File: config.mk
export PLATFORM = sky130hd
export DESIGN_NAME = fetch_sequencer
export DESIGN_NICKNAME = d
export VERILOG_FILES = /design/src/rtl/vp_fetch_pkg.sv /design/src/rtl/fetch_fifo2.sv /design/src/rtl/fetch_sequencer.sv
export SDC_FILE = /design/constraint.sdc
export NUM_CORES = 1
export LEC_CHECK = 0
export CAP_MARGIN = 40
export CORE_AREA = 2 2 95 97
export CTS_CLUSTER_DIAMETER = 30
export DETAILED_ROUTE_END_ITERATION = 10
export DIE_AREA = 0 0 97 99
export DONT_BUFFER_PORTS = 1
export PLACE_DENSITY = 0.73
export SLEW_MARGIN = 20
export SYNTH_ARGS = -nofsm -noshare
export SYNTH_HDL_FRONTEND = slang
export SYNTH_SLANG_ARGS = --single-unit
File: constraint.sdc
create_clock -name clk -period 3 [get_ports clk]
set_input_delay 0.6 -clock clk [delete_from_list [all_inputs] [get_ports clk]]
set_output_delay 0.6 -clock clk [all_outputs]
set_load 0.02 [all_outputs]
File: src/rtl/vp_fetch_pkg.sv
// vp_fetch_pkg: shared widths, fetch FSM states and prefetch entry type for the fetch sequencer
package vp_fetch_pkg;
  localparam int INST_W = 23;
  localparam int PC_W = 16;
  localparam int OPC_MSB = 22;
  localparam int OPC_LSB = 18;
  localparam logic [4:0] HALT_OPCODE_DEFAULT = 5'b11111;
  typedef enum logic [1:0] {IDLE, RUN, DRAIN, HALT} fetch_state_t;
  typedef struct packed {
    logic [PC_W-1:0] pc;
    logic [INST_W-1:0] inst;
  } fetch_entry_t;
  function automatic logic [4:0] opcode(input logic [INST_W-1:0] inst);
    return inst[OPC_MSB:OPC_LSB];
  endfunction
endpackage

File: src/rtl/fetch_fifo2.sv
// fetch_fifo2: 2-entry prefetch FIFO whose head entry is itself the output register
module fetch_fifo2 import vp_fetch_pkg::*; (
  input logic clk,
  input logic rst,
  input logic push,
  input logic pop,
  input logic flush,
  input fetch_entry_t din,
  output fetch_entry_t head,
  output logic valid,
  output logic [1:0] count
);
  fetch_entry_t tail;
  assign valid = count != 2'd0;
  // caller only pops when non-empty and only pushes when there is room
  always_ff @(posedge clk)
    if (rst) begin
      count <= 2'd0;
      head <= '0;
      tail <= '0;
    end else if (flush) begin
      count <= 2'd0;
    end else begin
      count <= count + {1'b0, push} - {1'b0, pop};
      if (pop) head <= (count == 2'd2) ? tail : din;
      else if (push && count == 2'd0) head <= din;
      if (push && (pop ? count == 2'd2 : count == 2'd1)) tail <= din;
    end
endmodule

File: src/rtl/fetch_sequencer.sv
// fetch_sequencer: PC owner, imem req/ack fetch, prefetch buffering, redirect squash and halt detection
// Optional perf counters perf_fetch_cnt/perf_stall_cnt when FETCH_SEQ_PERF_EN is defined.
module fetch_sequencer import vp_fetch_pkg::*; #(
  parameter logic [PC_W-1:0] RESET_PC = 16'h0000,
  parameter logic [4:0] HALT_OPCODE = HALT_OPCODE_DEFAULT
) (
  input logic clk,
  input logic rst,
  input logic start,
  output logic imem_req,
  output logic [PC_W-1:0] imem_addr,
  input logic imem_ack,
  input logic [INST_W-1:0] imem_rdata,
  input logic redirect,
  input logic [PC_W-1:0] redirect_pc,
  input logic stall,
  output logic inst_valid,
  output logic [INST_W-1:0] inst_out,
  output logic [PC_W-1:0] pc_out,
  output logic halted
`ifdef FETCH_SEQ_PERF_EN
  ,
  output logic [31:0] perf_fetch_cnt,
  output logic [31:0] perf_stall_cnt
`endif
);
  fetch_state_t state, state_n;
  logic [PC_W-1:0] pc, pc_n;
  logic squash, squash_n, halt_seen, halt_seen_n;
  logic acked, take, halt_in, pop, issue;
  logic [1:0] count, count_n;
  fetch_entry_t din, head;
  fetch_fifo2 u_fifo (
    .clk(clk), .rst(rst), .push(take), .pop(pop), .flush(redirect),
    .din(din), .head(head), .valid(inst_valid), .count(count)
  );
  assign inst_out = head.inst;
  assign pc_out = head.pc;
  assign halted = state == HALT;
  always_comb begin
    din = '{pc: imem_addr, inst: imem_rdata};
    acked = imem_req && imem_ack;
    take = acked && !squash && !redirect;
    halt_in = take && opcode(imem_rdata) == HALT_OPCODE;
    pop = inst_valid && !stall && !redirect;
    count_n = redirect ? 2'd0 : count + {1'b0, take} - {1'b0, pop};
    squash_n = redirect ? (imem_req && !imem_ack) : (squash && !acked);
    halt_seen_n = redirect ? 1'b0 : (halt_seen || halt_in);
    pc_n = redirect ? redirect_pc : take ? pc + 16'd1 : pc;
    state_n = (state == IDLE) ? (start ? RUN : IDLE)
            : redirect ? RUN
            : halt_in ? DRAIN
            : (state == DRAIN && halt_seen && pop && opcode(head.inst) == HALT_OPCODE) ? HALT
            : state;
    // a squashed request must complete before the refetch goes out
    issue = state_n == RUN && (!imem_req || imem_ack) && !squash_n && count_n < 2'd2;
  end
  always_ff @(posedge clk)
    if (rst) begin
      state <= IDLE;
      pc <= RESET_PC;
      squash <= 1'b0;
      halt_seen <= 1'b0;
      imem_req <= 1'b0;
      imem_addr <= '0;
    end else begin
      state <= state_n;
      pc <= pc_n;
      squash <= squash_n;
      halt_seen <= halt_seen_n;
      imem_req <= issue || (imem_req && !imem_ack);
      if (issue) imem_addr <= pc_n;
    end
`ifdef FETCH_SEQ_PERF_EN
  always_ff @(posedge clk)
    if (rst) begin
      perf_fetch_cnt <= '0;
      perf_stall_cnt <= '0;
    end else begin
      if (acked && !squash && perf_fetch_cnt != '1) perf_fetch_cnt <= perf_fetch_cnt + 32'd1;
      if (inst_valid && stall && perf_stall_cnt != '1) perf_stall_cnt <= perf_stall_cnt + 32'd1;
    end
`endif
endmodule
==> results of run 1 <==
power breakdown:
part | total, mW | internal, mW | switching (mW) | leakage [nW]
registers | 1.76 | 1.63 | 0.133 | 0.953
clock network | 2.20 | 1.50 | 0.703 | 0.313
logic | 0.228 | 0.100 | 0.127 | 0.671
total | 4.19 | 3.22 | 0.964 | 1.94
registers in the layout (all words and copies together) (netlist names):
register / count
halt_seen: 1
imem_addr: 16
imem_req: 1
pc: 16
squash: 1
state: 2
u_fifo.count: 2
u_fifo.head: 39
u_fifo.tail: 39
per-layer routing:
layer  GRT usage  routed length, um  up-vias  part of all wire
li1            -                  -     2039                 -
met5           0                  0        -                 0
met2       0.374               5430      148              0.46
met4      0.0953                143        0             0.012
met1       0.319               5120     1851              0.44
met3      0.0801                977       17             0.084
worst max-delay path by stage:
stage | cells past startpoint | to | startpoint | slack (ns)
after floorplan | 11 | imem_addr[13] | redirect | 0.51
after global placement | 10 | imem_addr[15] | redirect | 0.44
after detailed placement | 10 | imem_addr[3] | redirect | 0.40
after CTS | 10 | imem_addr[11] | u_fifo.count[1] | 0.61
after global routing | 8 | imem_addr[11] | imem_req | 0.45
final | 8 | imem_addr[11] | imem_req | 0.60
critical path, cell delays in order, from the launching register on:
cell	delay (ns)
dfxtp_1	0.56
nand4bb_1	0.26
inv_1	0.17
ha_1	0.17
xor2_1	0.17
xnor2_1	0.10
a21o_1	0.19
nand2_2	0.28
mux2_2	0.38
per-stage QoR:
step	utilization	total power, mW	hold slack, ns	instances
5_1_grt	0.676	4.31	0.136	695
6_report	0.676	4.19	0.176	695
3_3_place_gp	0.599	2.01	0.435	663
4_1_cts	0.676	4.22	0.138	695
2_1_floorplan	-	1.98	0.436	590
3_5_place_dp	0.599	2.02	0.440	663
layout make-up:
cell class,instances,area [um2],share of cell area
clock buffer,20,455,0.0788
multi-input combinational,414,2500,0.433
clock inverter,12,200,0.0346
timing repair buffer,7,77.6,0.0134
tap,108,135,0.0234
sequential,117,2340,0.405
inverter,17,63.8,0.0110
kinds of logic after synthesis:
group,Yosys count,share of synthesized area
compound gates,134,0.180
xor+xnor,11,0.0190
fa+ha+maj,3,0.00742
buf+inv,59,0.0470
flops,117,0.463
mux,45,0.0910
simple gates,221,0.193
placed cells by master, fill, tap and decap left out, drive strengths merged, types with 6 or more instances in the layout:
cell and count:
nand3 8, dfxtp 117, nand2 89, nor2b 8, mux2 8, a211oi 43, buf 7, xor2 6
a21oi 56, nor3 9, mux2i 37, nor2 76, clkbuf 20, nand4 7, a211o 8, inv 16
==> metrics.yaml, run 1 <==
num_vias: 4055
gp_congestion: 0.915
fmax_mhz: 417
start_kind: "flip-flop"
core_mm2: 0.00855
synth.most_common_cell: "dfxtp_1"
synth_flop_cell: "dfxtp_1"
cts_hold_buf: 0
ys_async_sr_fraction: 0
area_growth_pct: 14.2
finalSetupViolCount: 0
yosysSeqAreaShare: 0.463
ant_nets: 0
finClkSkew_ns: 0.00637
timing.rr.end: "imem_addr[11]"
timing.final.ws_setup_ns: 0.604
critPathArrivalTime_ns: 2.79
grt_antenna_before_repair: 0
num_antenna_cells: 0
num-fill-cells: 687
clk_pin_slew_ns: 0.05
clockRootBuffer: "clkbuf_8"
clock_insertion_delay_worst_skew_ns: 0.51
status: "completed"
start_util: 0.592
synth_seq_cells: 117
synth_top_cell_area_share: 0.463
io_buffers: 0
ff2ff_setup_slack_ns: 0.60
hp-class: "in2reg"
drv_slew: 0
whs_path_depth: 1
slew_headroom: 0.576
grt_pass1_vias: 3718
syn_area_per_cell_um2: 8.58
synth_cell_types: 50
cts_sinks: 117
wirelength_mm: 11.7
globalRouteTotalUtil: 0.243
die_w_um: 97
dpl_cell_area_mm2: 0.00512
cp_max_fo: 15
leakage_nw: 1.94
crit_type: "reg2reg"
numCtsBuffers: 17
grt_max_degree: 124
hold_end: "pc[0]"
rows: 34
via_per_inst: 5.83
hold_viol_final: 0
htree_num_levels: 4
critPathCaptureType: "flip-flop"
p_per_area_mw_per_mm2: 725
fin_tns_setup_ns: 0
min_period_ns: 2.40
synth_top_area_cell: "dfxtp_1"
cts_setup_buffers: 0
dp_hpwl_mm: 7.46
synthCells: 590
place_ws_ns: 0.400
synth_common_cells: "dfxtp_1 (117), nand2_1 (88), nor2_1 (76)"
synthTopCellsByArea: "dfxtp_1 (46%), mux2i_1 (7.3%), nand2_1 (6.5%), a211oi_1 (6.4%), nor2_1 (5.6%)"
first_iter_violations: 284
grt_pass1_wl_mm: 18.7
dieArea_mm2: 0.00960
drive_gt1_frac: 0.0937
grt_overflow: 0
die_y_um: 99
synth_nets: 638
vdd_drop_max_mv: 0.442
drc: 0
worstReg2RegStart: "imem_req"
maxCapViolations: 0
crit_required_ns: 3.39
reg2reg_depth: 8
rsz0062_at_grt: "false"
synthesis.area_mm2: 0.00506
min-delay-start: "rst"
ioPinCount: 103
layout.nets: 622
wire_per_inst_um: 16.8
synth_edf_count: 0
yosys_warnings: 0
first_pass_iters: 5
worstMarginPinSlew_ns: 0.630
clk_path_buf_depth: 2
cts_tree: "yes"
cts_resized: 0
design_area_mm2: 0.00578
finalCritPeriodShare: 0.799
Power figures use the tool's default switching activity.
==> run 2: changes to the inputs <==
==> constraint.sdc (replaced) <==
create_clock -name clk -period 2.4 [get_ports clk]
set_input_delay 0.48 -clock clk [delete_from_list [all_inputs] [get_ports clk]]
set_output_delay 0.48 -clock clk [all_outputs]
set_load 0.02 [all_outputs]
==> run 2 against run 1 <==
Net effect:
- clock power is 24% higher
- sequential power up 24%
- flip-flop and latch count unchanged
- highest routed layer unchanged
- critical path depth grew 3
- clock skew is 0.0023 ns higher
- maximum frequency grew 5.8%
- hold slack got worse by 0.13 ns
- global-route usage is 1.0 points higher
- combinational power up 38%
==> metrics.yaml, run 2 (synthesized netlist as in run 1, its figures left out) <==
crit_top_cell: "ha_1"
globalRouteTotalUtil: 0.253
hold_slack_ns: 0.0446
worstReg2RegStart: "u_fifo.count[0]"
critPathCaptureType: "flip-flop"
power_frac_seq: 0.418
die_y_um: 99
grt_pass1_wl_mm: 19.5
multi_input_area_mm2: 0.00251
start_kind: "flip-flop"
cts_tree: "yes"
num-fill-cells: 664
dp_cells: 670
whs_path_depth: 1
layoutNonFillerInstCount: 704
combPwrFrac: 0.060
startpoint: "u_fifo.count[0]"
area_growth_pct: 15.8
reg2reg_depth: 11
start_util: 0.592
seq_area_mm2: 0.00234
reg_top3: "u_fifo.head (39), u_fifo.tail (39)"
die_w_um: 97
p_per_area_mw_per_mm2: 894
ioPinCount: 103
cts_hold_buf: 0
wire_per_inst_um: 17.1
fmax_mhz: 442
clock_power_share: 0.521
drive_gt1_frac: 0.111
drv_slew: 0
clock_insertion_delay_worst_skew_ns: 0.51
grt_pass1_vias: 3927
p_int_mw: 4.02
clk_pin_slew_ns: 0.06
layout_common_cells: "dfxtp_1 (115), nand2_1 (88), nor2_1 (75), a21oi_1 (56), a211oi_1 (42)"
layout.nets: 631
hold_viol_final: 0
cp_max_fo: 15
crit_path_max_incr_delay_ns: 0.35
critPathArrivalTime_ns: 2.65
cts_sinks: 117
first_pass_iters: 4
leakage_nw: 1.98
crit_chain: "nor2_4, nor2_1, ha_1, inv_1, ha_1, xor2_1, xnor2_1, a21o_1, nand2_2, buf_12, mux2_1"
grt_antenna_before_repair: 0
clk_path_buf_depth: 2
gp_congestion: 0.903
finClkSkew_ns: 0.00867
min-delay-start: "rst"
via_per_inst: 5.87
grt_max_degree: 124
rsz0062_at_grt: "false"
p_switching_mw: 1.22
timing.rr.end: "imem_addr[12]"
finalSetupViolCount: 0
status: "completed"
cpMaxStageDelayCell: "dfxtp_2"
switching_share: 0.233
rows: 34
ant_nets: 0
wirelength_mm: 12.0
crit_required_ns: 2.78
finalCritPeriodShare: 0.943
hp-class: "in2reg"
min_period_ns: 2.26
maxCapViolations: 0
crit_type: "reg2reg"
utilization: 0.685
final_common_cell: "dfxtp_1"
slew_headroom: 0.695
num_antenna_cells: 0
drc: 0
grt_overflow: 0
numCtsBuffers: 17
first_iter_violations: 235
worstMarginPinSlew_ns: 0.455
htree_num_levels: 4
dp_hpwl_mm: 7.63
dieArea_mm2: 0.00960
clockRootBuffer: "clkbuf_8"
core_mm2: 0.00855
ff2ff_setup_slack_ns: 0.14
io_buffers: 0
num_vias: 4132
hold_end: "u_fifo.head[21]"
vdd_drop_max_mv: 0.555
[run 2: stage by stage]
stage	worst slack (ns)	total power, mW	setup TNS, ns	instance area (um2)
floorplan	0.0284	2.47	0	5060
global placement	0.0358	2.53	0	5190
detailed placement	-0.0399	2.54	-0.0463	5190
CTS	0.0411	5.25	0	5840
global route	0.0486	5.39	0	5860
finish	0.136	5.24	0	5860
[run 2: area by class of cell]
| class | count | share of cell area |
|---|---|---|
| multi-input combinational | 414 | 0.429 |
| sequential | 117 | 0.400 |
| clock buffer | 20 | 0.0760 |
| clock inverter | 12 | 0.0344 |
| timing repair buffer | 16 | 0.0269 |
| tap | 108 | 0.0231 |
| inverter | 17 | 0.0109 |
[run 2: worst max path at each step]
stage                    endpoint  slack (ns)  cells past startpoint
floorplan           imem_addr[13]        0.03                     11
CTS                 imem_addr[12]        0.04                     11
finish              imem_addr[12]        0.14                     11
global placement    imem_addr[12]        0.04                     11
detailed placement  imem_addr[12]       -0.04                     11
global route        imem_addr[12]        0.05                     11
[run 2: repair_timing]
item | 4_1_cts | 5_1_grt
pin swaps | 0 | 3
buffers inserted | 0 | 2
resized for setup | 1 | 3
endpoints found under the setup margin | 2 | 12
[run 2: critical path, delay by kind of cell, from the launching register on]
| family | cells | cell delay (ns) |
|---|---|---|
| AO/OA/AOI/OAI | 1 | 0.20 |
| AND/OR/NAND/NOR | 3 | 0.23 |
| adder cells (fa/ha/maj) | 2 | 0.45 |
| buffers and inverters | 2 | 0.20 |
| XOR/XNOR | 2 | 0.39 |
| flip-flops | 1 | 0.35 |
| multiplexers | 1 | 0.32 |
[run 2: per-layer routing]
metal,track usage,part of all wire,vias to the layer above
li1,-,-,2063
met1,0.320,0.43,1921
met2,0.402,0.47,131
met3,0.0929,0.080,17
met4,0.0910,0.011,0
met5,0,0,-
[run 2: power groups by stage]
| stage | combinational (mW) | clock [mW] | sequential, mW |
|---|---|---|---|
| after global placement | 0.299 | 0 | 2.23 |
| after global routing | 0.353 | 2.83 | 2.20 |
| after detailed placement | 0.308 | 0 | 2.23 |
| final | 0.315 | 2.73 | 2.19 |
| after floorplan | 0.263 | 0 | 2.21 |
| after CTS | 0.313 | 2.75 | 2.19 |
==> run 3: changes to the inputs <==
--- a/config.mk
+++ b/config.mk
@@ -6,12 +6,12 @@
 export NUM_CORES = 1
 export LEC_CHECK = 0
 export CAP_MARGIN = 40
-export CORE_AREA = 2 2 95 97
+export CORE_AREA = 2 2 124 126
 export CTS_CLUSTER_DIAMETER = 30
 export DETAILED_ROUTE_END_ITERATION = 10
-export DIE_AREA = 0 0 97 99
+export DIE_AREA = 0 0 126 128
 export DONT_BUFFER_PORTS = 1
-export PLACE_DENSITY = 0.73
+export PLACE_DENSITY = 0.46
 export SLEW_MARGIN = 20
 export SYNTH_ARGS = -nofsm -noshare
 export SYNTH_HDL_FRONTEND = slang
==> run 3 against run 2 <==
Net effect:
- die area up 68%
- critical endpoint is now imem_addr[1]
- non-clock buffer count up 4
- design area up 2.7%
==> metrics.yaml, run 3 (synthesized netlist as in run 1, its figures left out) <==
status: "completed"
globalRouteTotalUtil: 0.165
reg_top3: "u_fifo.head (39), u_fifo.tail (39)"
grt_max_degree: 124
num_vias: 3968
start_util: 0.340
wire_per_inst_um: 16.3
die_y_um: 128
num_antenna_cells: 0
first_iter_violations: 200
final_common_cell: "dfxtp_1"
ant_nets: 0
numCtsBuffers: 17
dpl_cell_area_mm2: 0.00537
clock_insertion_delay_worst_skew_ns: 0.41
core_mm2: 0.0149
p_switching_mw: 1.17
power_frac_seq: 0.419
grt_antenna_before_repair: 0
clock_power_share: 0.520
p_per_area_mw_per_mm2: 870
layout_common_cells: "dfxtp_1 (115), nand2_1 (88), nor2_1 (75), a21oi_1 (56), a211oi_1 (42)"
cts_setup_buffers: 0
io_buffers: 0
via_per_inst: 5.04
min_period_ns: 2.22
maxCapViolations: 0
clockRootBuffer: "clkbuf_16"
die_w_um: 126
htree_num_levels: 4
grt_pass1_wl_mm: 20.8
cts_tree: "yes"
finalCritPeriodShare: 0.927
num-fill-cells: 1477
finalSetupViolCount: 0
hold_viol_final: 0
dp_hpwl_mm: 8.75
crit_type: "reg2reg"
first_pass_iters: 4
switching_share: 0.224
design_area_mm2: 0.00602
drive_gt1_frac: 0.114
total_power_mw: 5.23
hp-class: "in2reg"
rsz0062_at_grt: "false"
cts_sinks: 117
vdd_drop_max_mv: 0.473
layout.nets: 635
grt_pass1_vias: 3906
clk_pin_slew_ns: 0.05
slew_headroom: 0.638
area_growth_pct: 18.9
critPathCaptureType: "flip-flop"
rows: 45
cp_max_fo: 15
p_int_mw: 4.06
ioPinCount: 103
drv_slew: 0
combPwrFrac: 0.061
grt_overflow: 0
start_kind: "flip-flop"
drc: 0
fmax_mhz: 450
leakage_nw: 2.02
critPathArrivalTime_ns: 2.51
gp_congestion: 0.799
wirelength_mm: 12.9
worstMarginPinSlew_ns: 0.541
crit_required_ns: 2.69
finClkSkew_ns: 0.0133
clk_path_buf_depth: 2
dieArea_mm2: 0.0161
run 3: timing repair:
action | 4_1_cts | 5_1_grt
resized for setup | 0 | 3
hold buffers | 0 | 0
setup endpoints to repair | 0 | 8
run 3: power by group through the flow:
| stage | Combinational [mW] | Sequential [mW] | Clock [mW] |
|---|---|---|---|
| floorplan | 0.263 | 2.21 | 0 |
| global placement | 0.321 | 2.23 | 0 |
| detailed placement | 0.323 | 2.23 | 0 |
| CTS | 0.325 | 2.19 | 2.79 |
| global route | 0.363 | 2.20 | 2.88 |
| finish | 0.320 | 2.19 | 2.72 |
run 3: worst paths after layout:
check                           slack, ns         endpoint  cells past startpoint             from
worst max-delay path                 0.18     imem_addr[1]                     11  u_fifo.count[0]
worst min-delay path                 0.14            pc[9]                      1              rst
worst max register to register       0.18     imem_addr[1]                     11  u_fifo.count[0]
worst min register to register       0.45  u_fifo.tail[35]                      2  u_fifo.tail[35]
run 3: cell type report:
type,count,area (um2),share of cell area
Multi-Input combinational cell,414,2510,0.418
Tap cell,188,235,0.0391
Sequential cell,117,2340,0.390
Clock inverter,10,178,0.0295
Inverter,17,63.8,0.0106
Clock buffer,21,460,0.0765
Timing Repair Buffer,20,220,0.0366
run 3: layer usage:
layer / GRT usage / vias to the layer above / routed length (um)
met1: 0.216 / 1804 / 6180
li1: - / 2064 / -
met5: 0 / - / 0
met2: 0.254 / 92 / 5750
met3: 0.0622 / 8 / 819
met4: 0.0511 / 0 / 109
run 3: stage by stage:
step           setup TNS [ns]  setup slack (ns)  utilization  cells  hold slack, ns
2_1_floorplan               0            0.0284            -    590           0.436
3_3_place_gp                0            0.0201        0.360    755           0.436
3_5_place_dp         -0.00897          -0.00693        0.361    756           0.441
4_1_cts                     0             0.119        0.404    787           0.134
5_1_grt                     0            0.0113        0.405    787           0.120
6_report                    0             0.176        0.405    787           0.144
run 3: critical path: stages, from the launching register on:
cell and delay, ns:
dfxtp_2 0.34, nor2_2 0.15, nor2_1 0.07, ha_1 0.26, inv_1 0.04, ha_1 0.19
xor2_1 0.15, xnor2_1 0.14, a21o_1 0.21, nand2_2 0.08, buf_12 0.15, mux2_2 0.33
